[src/rtl/wt_pkg.sv]
// Shared definitions for the wavetable voice engine: ROM geometry, silence level
// and the scan state encoding.
package wt_pkg;

    localparam int WFM_IDX_W    = 8;
    localparam int SAMPLE_IDX_W = 6;
    localparam int SAMPLE_W     = 8;

    localparam logic [SAMPLE_W-1:0] SILENCE = 8'h80;

    typedef enum logic [1:0] {
        IDLE    = 2'd0,
        ISSUE   = 2'd1,
        CAPTURE = 2'd2
    } state_t;

endpackage

[src/rtl/wt_interp.sv]
// Combinational linear interpolation between two adjacent unsigned samples,
// weighted by a 4-bit fraction of the distance from a towards b.
module wt_interp
    import wt_pkg::*;
(
    input  logic [SAMPLE_W-1:0] a,
    input  logic [SAMPLE_W-1:0] b,
    input  logic [3:0]          frac,
    output logic [SAMPLE_W-1:0] y
);

    logic signed [8:0]  d;
    logic signed [13:0] prod;
    logic signed [13:0] sum;

    // Clamp into the unsigned sample range; the floor shift keeps the sum
    // between a and b, so this only guards against future width changes.
    function automatic logic [SAMPLE_W-1:0] sat_u8(input logic signed [13:0] x);
        logic [SAMPLE_W-1:0] r;
        if (x < 14'sd0)
            r = '0;
        else if (x > 14'sd255)
            r = '1;
        else
            r = x[SAMPLE_W-1:0];
        return r;
    endfunction

    assign d    = $signed({1'b0, b}) - $signed({1'b0, a});
    assign prod = 14'(d) * 14'($signed({1'b0, frac}));
    assign sum  = $signed({6'b0, a}) + (prod >>> 4);
    assign y    = sat_u8(sum);

endmodule

[src/rtl/wt_voice_engine.sv]
// Time-multiplexed wavetable oscillator: each sample_tick scans all voices,
// reads one ROM sample per gated voice and emits one sample per voice.
// Optional linear interpolation via port B: define WT_VOICE_ENGINE_INTERP_EN.
module wt_voice_engine
    import wt_pkg::*;
#(
    parameter int NUM_VOICES = 8,
    parameter int VOICE_W    = 3,
    parameter int PHASE_W    = 24
) (
    input  logic                    clk,
    input  logic                    rst,
    input  logic                    sample_tick,
    input  logic                    cfg_we,
    input  logic [VOICE_W-1:0]      cfg_voice,
    input  logic [PHASE_W-1:0]      cfg_step,
    input  logic [WFM_IDX_W-1:0]    cfg_wfm,
    input  logic                    cfg_gate,
    input  logic                    cfg_phase_rst,
    output logic                    rom_re_a,
    output logic [SAMPLE_IDX_W-1:0] rom_addr_a_sample,
    output logic [WFM_IDX_W-1:0]    rom_addr_a_wfm,
    input  logic [SAMPLE_W-1:0]     rom_data_a,
    output logic                    rom_re_b,
    output logic [SAMPLE_IDX_W-1:0] rom_addr_b_sample,
    output logic [WFM_IDX_W-1:0]    rom_addr_b_wfm,
    input  logic [SAMPLE_W-1:0]     rom_data_b,
    output logic                    out_valid,
    output logic [VOICE_W-1:0]      out_voice,
    output logic [SAMPLE_W-1:0]     out_sample,
    output logic                    busy,
    output logic                    overrun
);

    state_t state, state_nx;
    logic [VOICE_W-1:0] v;
    logic               last_voice;

    logic [PHASE_W-1:0]   phase [NUM_VOICES];
    logic [PHASE_W-1:0]   step  [NUM_VOICES];
    logic [WFM_IDX_W-1:0] wfm   [NUM_VOICES];
    logic                 gate  [NUM_VOICES];

    logic                    issue_re;
    logic [SAMPLE_IDX_W-1:0] cur_sample;
    logic [SAMPLE_IDX_W-1:0] addr_sample_p1;
    logic [WFM_IDX_W-1:0]    addr_wfm_p1;
    logic                    gate_p1;
    logic [SAMPLE_W-1:0]     lerp;

    logic                vld_p2;
    logic [VOICE_W-1:0]  voice_p2;
    logic [SAMPLE_W-1:0] sample_p2;

    assign last_voice = (v == VOICE_W'(NUM_VOICES - 1));
    assign cur_sample = phase[v][PHASE_W-1 -: SAMPLE_IDX_W];

    always_ff @(posedge clk or posedge rst) begin
        if (rst)
            state <= IDLE;
        else
            state <= state_nx;
    end

    always_comb begin
        state_nx = state;
        case (state)
            IDLE:    if (sample_tick) state_nx = ISSUE;
            ISSUE:   state_nx = CAPTURE;
            CAPTURE: state_nx = last_voice ? IDLE : ISSUE;
            default: state_nx = IDLE;
        endcase
    end

    always_comb begin
        busy     = (state != IDLE);
        issue_re = (state == ISSUE) && gate[v];
    end

    always_ff @(posedge clk or posedge rst) begin
        if (rst) begin
            v       <= '0;
            overrun <= 1'b0;
        end else begin
            if (state == IDLE && sample_tick)
                v <= '0;
            else if (state == CAPTURE && !last_voice)
                v <= v + VOICE_W'(1);
            if (sample_tick && state != IDLE)
                overrun <= 1'b1;
        end
    end

    // A write landing on a voice's ISSUE cycle only lands at the edge that ends it,
    // so that ISSUE still reads the old configuration.
    always_ff @(posedge clk or posedge rst) begin
        if (rst) begin
            for (int i = 0; i < NUM_VOICES; i++) begin
                step[i] <= '0;
                wfm[i]  <= '0;
                gate[i] <= 1'b0;
            end
        end else if (cfg_we) begin
            step[cfg_voice] <= cfg_step;
            wfm[cfg_voice]  <= cfg_wfm;
            gate[cfg_voice] <= cfg_gate;
        end
    end

    // The phase clear is written last so it beats a coincident accumulate.
    always_ff @(posedge clk or posedge rst) begin
        if (rst) begin
            for (int i = 0; i < NUM_VOICES; i++)
                phase[i] <= '0;
        end else begin
            if (state == CAPTURE && gate_p1)
                phase[v] <= phase[v] + step[v];
            if (cfg_we && cfg_phase_rst)
                phase[cfg_voice] <= '0;
        end
    end

    // ---- ISSUE -> CAPTURE boundary ----
    always_ff @(posedge clk or posedge rst) begin
        if (rst) begin
            addr_sample_p1 <= '0;
            addr_wfm_p1    <= '0;
            gate_p1        <= 1'b0;
        end else begin
            if (issue_re) begin
                addr_sample_p1 <= cur_sample;
                addr_wfm_p1    <= wfm[v];
            end
            if (state == ISSUE)
                gate_p1 <= gate[v];
        end
    end

    assign rom_re_a          = issue_re;
    assign rom_addr_a_sample = issue_re ? cur_sample : addr_sample_p1;
    assign rom_addr_a_wfm    = issue_re ? wfm[v]     : addr_wfm_p1;

`ifdef WT_VOICE_ENGINE_INTERP_EN
    logic [3:0] frac;

    // Phase is still the pre-increment value during CAPTURE.
    assign frac = phase[v][PHASE_W-7 -: 4];

    wt_interp u_interp (
        .a    (rom_data_a),
        .b    (rom_data_b),
        .frac (frac),
        .y    (lerp)
    );

    assign rom_re_b          = rom_re_a;
    assign rom_addr_b_sample = rom_addr_a_sample + SAMPLE_IDX_W'(1);
    assign rom_addr_b_wfm    = rom_addr_a_wfm;
`else
    logic unused_rom_b;

    assign unused_rom_b      = ^rom_data_b;
    assign lerp              = rom_data_a;
    assign rom_re_b          = 1'b0;
    assign rom_addr_b_sample = '0;
    assign rom_addr_b_wfm    = '0;
`endif

    // ---- CAPTURE -> output boundary ----
    always_ff @(posedge clk or posedge rst) begin
        if (rst) begin
            vld_p2    <= 1'b0;
            voice_p2  <= '0;
            sample_p2 <= SILENCE;
        end else begin
            vld_p2 <= (state == CAPTURE);
            if (state == CAPTURE) begin
                voice_p2  <= v;
                sample_p2 <= gate_p1 ? lerp : SILENCE;
            end
        end
    end

    assign out_valid  = vld_p2;
    assign out_voice  = voice_p2;
    assign out_sample = sample_p2;

endmodule
[config.mk]
export PLATFORM = sky130hd
export DESIGN_NAME = wt_voice_engine
export DESIGN_NICKNAME = d
export VERILOG_FILES = /design/src/rtl/wt_pkg.sv /design/src/rtl/wt_interp.sv /design/src/rtl/wt_voice_engine.sv
export SDC_FILE = /design/constraint.sdc
export NUM_CORES = 1
export LEC_CHECK = 0
export ABC_AREA = 1
export CAP_MARGIN = 25
export CORE_MARGIN = 1.5
export CORE_UTILIZATION = 57
export CTS_BUF_LIST = sky130_fd_sc_hd__clkbuf_8
export CTS_CLUSTER_SIZE = 30
export DETAILED_ROUTE_END_ITERATION = 7
export PLACE_DENSITY = 0.76
export SKIP_LAST_GASP = 1
export SYNTH_ARGS = -nofsm -noshare
export SYNTH_HDL_FRONTEND = slang
export SYNTH_SLANG_ARGS = --single-unit
[constraint.sdc]
create_clock -name clk -period 41.9 [get_ports clk]
set_input_delay 6.285 -clock clk [delete_from_list [all_inputs] [get_ports clk]]
set_output_delay 6.285 -clock clk [all_outputs]
set_load 0.02 [all_outputs]
; ---- Word level (Yosys, flattened, before mapping)
; Index checks and enable logic that the tools add are counted.
[op_classes]
add_sub_neg = 2
n_lt_le_gt_ge = 4
eq_ne = 4
muxes = 34
bitwise_logic = 4
n_reduce_logical = 12
[ops]
columns = operator, n
row1 = 192-bit bitwise mux, 2
row2 = 192-bit two-way mux, 2
row3 = 192-bit bitwise AND, 1
row4 = 192-bit inverter, 1
row5 = 24-bit binary-select mux with 3-bit select, 2
row6 = 24-bit demux with 3-bit select, 2
row7 = 24-bit two-way mux, 6
row8 = 64-bit bitwise mux, 1
row9 = 8-bit two-way mux, 5
row10 = 24-bit adder, 1
row11 = 8-bit binary-select mux with 3-bit select, 1
row12 = 8-bit demux with 3-bit select, 1
row13 = 8-bit bitwise mux, 1
row14 = "4-bit greater-or-equal comparator, second input constant", 2
row15 = 1-bit logical AND, 8
row16 = "4-bit by 1-bit less-than comparator with 1-bit output, second input constant", 2
row17 = 3-bit inverter with 4-bit output, 2
row18 = 3-bit two-way mux, 2
row19 = 6-bit two-way mux, 1
row20 = 2-bit case mux with 3 select lines, 1
row21 = 1-bit two-way mux, 4
row22 = 2-bit nonzero test, 2
row23 = "3-bit by 1-bit adder with 3-bit output, second input constant", 1
row24 = 1-bit binary-select mux with 3-bit select, 1
row25 = 8 further kinds, 8
[totals]
register_bits = 489
out_inout_bits = 44
wordCells = 101

; ---- Longest topological paths before layout
[depth]
depth_word = 9
depth_mapped = 24
mapped_depth_nobuf = 21

; ---- Worst setup path after synthesis
; OpenSTA, ideal clock, no wires.
[synth_timing]
path_type = flip-flop to output port
start = register v[0]
end = output port rom_addr_a_sample[5]
t_arrival_ps = 1742
path_slack_ps = 33873
stages_incl_launch_ff = 10
n_path_buf = 2
path_cell_list = dfrtp_1 buf_4 inv_4 nand3_2 buf_6 inv_6 nand2_1 nand4_1 nand2_2 o21ai_0
[synth_via]
elab_chain_len = 6
elab_cells_between_ends = 9
[synth_lines]
columns = element, line
row1 = start: declaration, wt_voice_engine.sv:36  ; logic [VOICE_W-1:0] v;
row2 = start signal: assignment, wt_voice_engine.sv:88  ; v <= v + VOICE_W'(1);
row3 = 3-bit inverter with 4-bit output (implied by the code) (*), "wt_voice_engine.sv:56, wt_voice_engine.sv:77"
row4 = 1-bit binary-select mux with 3-bit select, wt_voice_engine.sv:77  ; issue_re = (state == ISSUE) && gate[v];
row5 = 1-bit two-way mux (implied by the code) (2 in series), wt_voice_engine.sv:77
row6 = 1-bit logical AND, wt_voice_engine.sv:77
row7 = 6-bit two-way mux (*), -
row8 = end: declaration, wt_voice_engine.sv:21  ; output logic [SAMPLE_IDX_W-1:0] rom_addr_a_sample,
; Every way passes the cells marked *; elsewhere a longest branch is shown, timed or not. The select of a mux whose other input is x is not followed.

; ---- Worst setup path in the final report
[layout_timing]
start = register v[0]
end = output port rom_addr_a_wfm[5]
[layout_via]
elab_chain_len = 6
elab_cells_between_ends = 9
[layout_lines]
columns = element, line
row1 = 3-bit inverter with 4-bit output (implied by the code) (*), "wt_voice_engine.sv:77, wt_voice_engine.sv:141"
row2 = 1-bit binary-select mux with 3-bit select, wt_voice_engine.sv:77
row3 = 1-bit two-way mux (implied by the code) (2 in series), wt_voice_engine.sv:77
row4 = 1-bit logical AND, wt_voice_engine.sv:77
row5 = 8-bit two-way mux (*), -
row6 = end: declaration, wt_voice_engine.sv:22  ; output logic [WFM_IDX_W-1:0] rom_addr_a_wfm,
; Marked as above.

==> impl_results.md <==
* GRT Overall Usage at about 33%
* CTS Hold Buffers Added at 0
* Final Critical Period at about 11 ns
* Critical path type: register to output port
* Core Util, Final at between 60% and 70%
* Clock sink total at 489
* PwrDens at 72.0 mW/mm2
* Vias at 20.8k
* Clk Latency, worst-skew pair at ~0.67 ns
* Finished Layout Cells at 3527
* DIE WIDTH at 207 um
* Switching share of power at between 40% and 50%
* Die H at around 210 um
* Placed Instances at 3380
* DRC Markers at 0
* # Post-CTS Setup Buffers at 0
* Yosys top cell area share at 51.7%
* Relative slew slack at 36.2%
* Dpl hpwl at 40.1 mm
* Pins Over Slew Limit at 0
* Top post-synthesis cells by area: dfrtp_1, nand2_1, o21ai_0
* Total power at 1.88 mW
* Die footprint at 0.0426 mm2
* Initial Utilization at 57.8%
* Layout cells sized above 1 at around 6.6%
* Max Fclk at 92.3 MHz
* Grt ovf at 0
* Via density at a little under 6
* Placeable Area at a little over 0.04 mm2
* Post-Syn Area at approximately 0.024 mm2
* Post-synthesis mux area share at 0%
* Hold WS at between 0.4 and 0.5 ns
* Leading area contributor after synthesis: dfrtp_1
* P_leak at between 10 and 15 nW
* Final Cycle Share at approximately a quarter
* YS warnings at 0
* CTS root buf: clkbuf_8
* Final Hold Viols at 0
* IO Port Bufs at 77
* Status: complete, no violations
* Hold Crit Class: register to register
* Antenna viol nets, final at 0
* Cell count after synthesis at ~2.9k
* Ant. Diodes at 0
* Max-cap violations at 0
* Synth Area in Adders at under 10%
* DRT Wirelength at between 60 and 70 mm
* Crit path DAT at 4.55 ns
* Post-synthesis simple-gate area fraction at 19.9%
* TNS Setup at 0 ns
* H-tree depth at 3
* Worst-path maximum fanout at 46
* WP data required at 35.62 ns
* First-pass GRT wire length at 108 mm
* #FFs+latches synth at 489
* Worst-Margin Slew at 0.958 ns
* Clock buffer count from CTS at 82
* Worst Setup End Kind: output port
* Row cnt at 74
* CTS tree: built
* Final-report setup violation count at 0
* Post-synthesis compound-gate area fraction at 16.7%
* P_sw at 822 uW
* Crit start category: register
* GP Congestion at 0.953
* XOR/XNOR share of the synthesized area at 0.440%
* Syn Area/Cell at approximately 8 um2
* IO Count at slightly above 100
* Pin count of the biggest net entering global routing at 134
* DRT Pass-1 Iters at 7
* Gate power share at around 42%
* Synth-to-Final Area Change at 10.8%
* Iter 0 DRT Violations at 2664
* Initial antenna violation count at 0
* Fin Clk Skew at 0.0400 ns
* Final Net Count at 3017
* Resize count post-CTS at 0
* Clock slew at reported path FFs at 0.06 ns
* Largest family of logic cells by synthesized area: simple AND/OR/NAND/NOR gates
* Sequential share of the synthesized area at 51.8%
* RSZ-0062 raised after global routing: no
* Clock Path Buffers at 3
* Avg WL per Cell at 19.4 um
* Internal Power at 1.06 mW
* Clk pwr share at between 20% and 30%
* Max IR drop VDD at 41.6 uV
* Vias in the first global route at 19.8k
* Count of different cell masters after synthesis at 46
* Flop pwr share at 35.7%
## layer usage
layer  track usage, %  wire length, um  vias to the layer above
met1             45.1            27600                     9979
met4             13.8             2370                        0
li1                 -                -                     9447
met5                0                0                        -
met2             51.2            31200                     1187
met3             6.46             7340                      175
## cell type report
cell class / count / area [um2]
sequential: 489 / 12200
fill: 3482 / 14700
tap: 532 / 666
clock buffer: 104 / 1430
inverter: 370 / 1410
multi-input combinational: 1879 / 9160
timing repair buffer: 112 / 1050
clock inverter: 41 / 194
## logic make-up after synthesis
logic type / Yosys count
AOI/OAI and AO/OA: 693
buffers and inverters: 540
and+or+nand+nor: 1134
xor gates and xnor gates: 11
DFF: 489
adders and majority gates: 26
other: 1
## worst max-delay path, cell delays in order, from the launching register on
cell	delay, ns
dfrtp_1	0.63
inv_4	0.32
nand3_2	0.54
inv_6	0.67
nand2_1	0.10
nand4_1	0.16
nand2_2	0.23
inv_2	0.30
o21ai_0	0.16
nand2_1	0.13
clkdlybuf4s50_1	0.61
## power by group through the flow
stage | sequential, mW | combinational, mW | clock, mW
2_1_floorplan | 0.662 | 0.547 | 0
3_3_place_gp | 0.669 | 0.754 | 0
3_5_place_dp | 0.677 | 0.772 | 0
4_1_cts | 0.669 | 0.778 | 0.423
5_1_grt | 0.685 | 0.872 | 0.445
6_report | 0.672 | 0.793 | 0.419
## through the flow
| step | worst slack, ns | area, um2 |
|---|---|---|
| finish | 31.06 | 26100 |
| global route | 30.86 | 26100 |
| CTS | 31.10 | 26100 |
| detailed placement | 31.79 | 24500 |
| global placement | 31.83 | 24500 |
| floorplan | 21.97 | 23700 |
## path summary, 6_finish.rpt
check / startpoint / to / slack (ns) / cells past startpoint
worst max-delay path: v[0] / rom_addr_a_wfm[5] / 31.06 / 10
worst min-delay path: overrun / overrun / 0.45 / 1
worst max register to register: v[0] / phase[11] / 36.92 / 15
worst min register to register: overrun / overrun / 0.45 / 1
max in group asynchronous: rst / phase[59] / 33.42 / 5
min in group asynchronous: rst / wfm[41] / 6.20 / 2
## layout by cell type, fill, tap and decap left out, types with 25 or more instances in the layout
cell / instances
o21ai_0: 379
nand3_1: 113
nand2_1: 706
clkdlybuf4s50_1: 77
ha_1: 25
o22ai_1: 28
a22oi_1: 49
clkbuf_8: 104
dfrtp_1: 488
a21oi_1: 137
inv_1: 379
nor2_1: 247
nand4_1: 41
a221oi_1: 40
buf_4: 34
## cell usage after synthesis (all sizes together)
master   count
nand2      708
dfrtp      488
o21ai      396
inv        370
nor2       257
a21oi      137
nand3      124
buf         97
clkbuf      73
a22oi       50
a221oi      42
nand4       41
o22ai       28
ha          25
a22o        17
xor2         9
o2111ai      8
o21bai       6
a21o         3
nor3         2
o211ai       2
o2bb2ai      2
xnor2        2
a211oi       1
and2         1
conb         1
dfstp        1
fa           1
o22a         1
or2          1
## registers in the layout, summed over array words and instances, names as in the netlist
name	flops
addr_sample_p1	6
addr_wfm_p1	8
gate	8
gate_p1	1
out_sample	8
out_valid	1
out_voice	3
overrun	1
phase	192
state	2
step	192
v	3
wfm	64
Power figures use the tool's default switching activity.
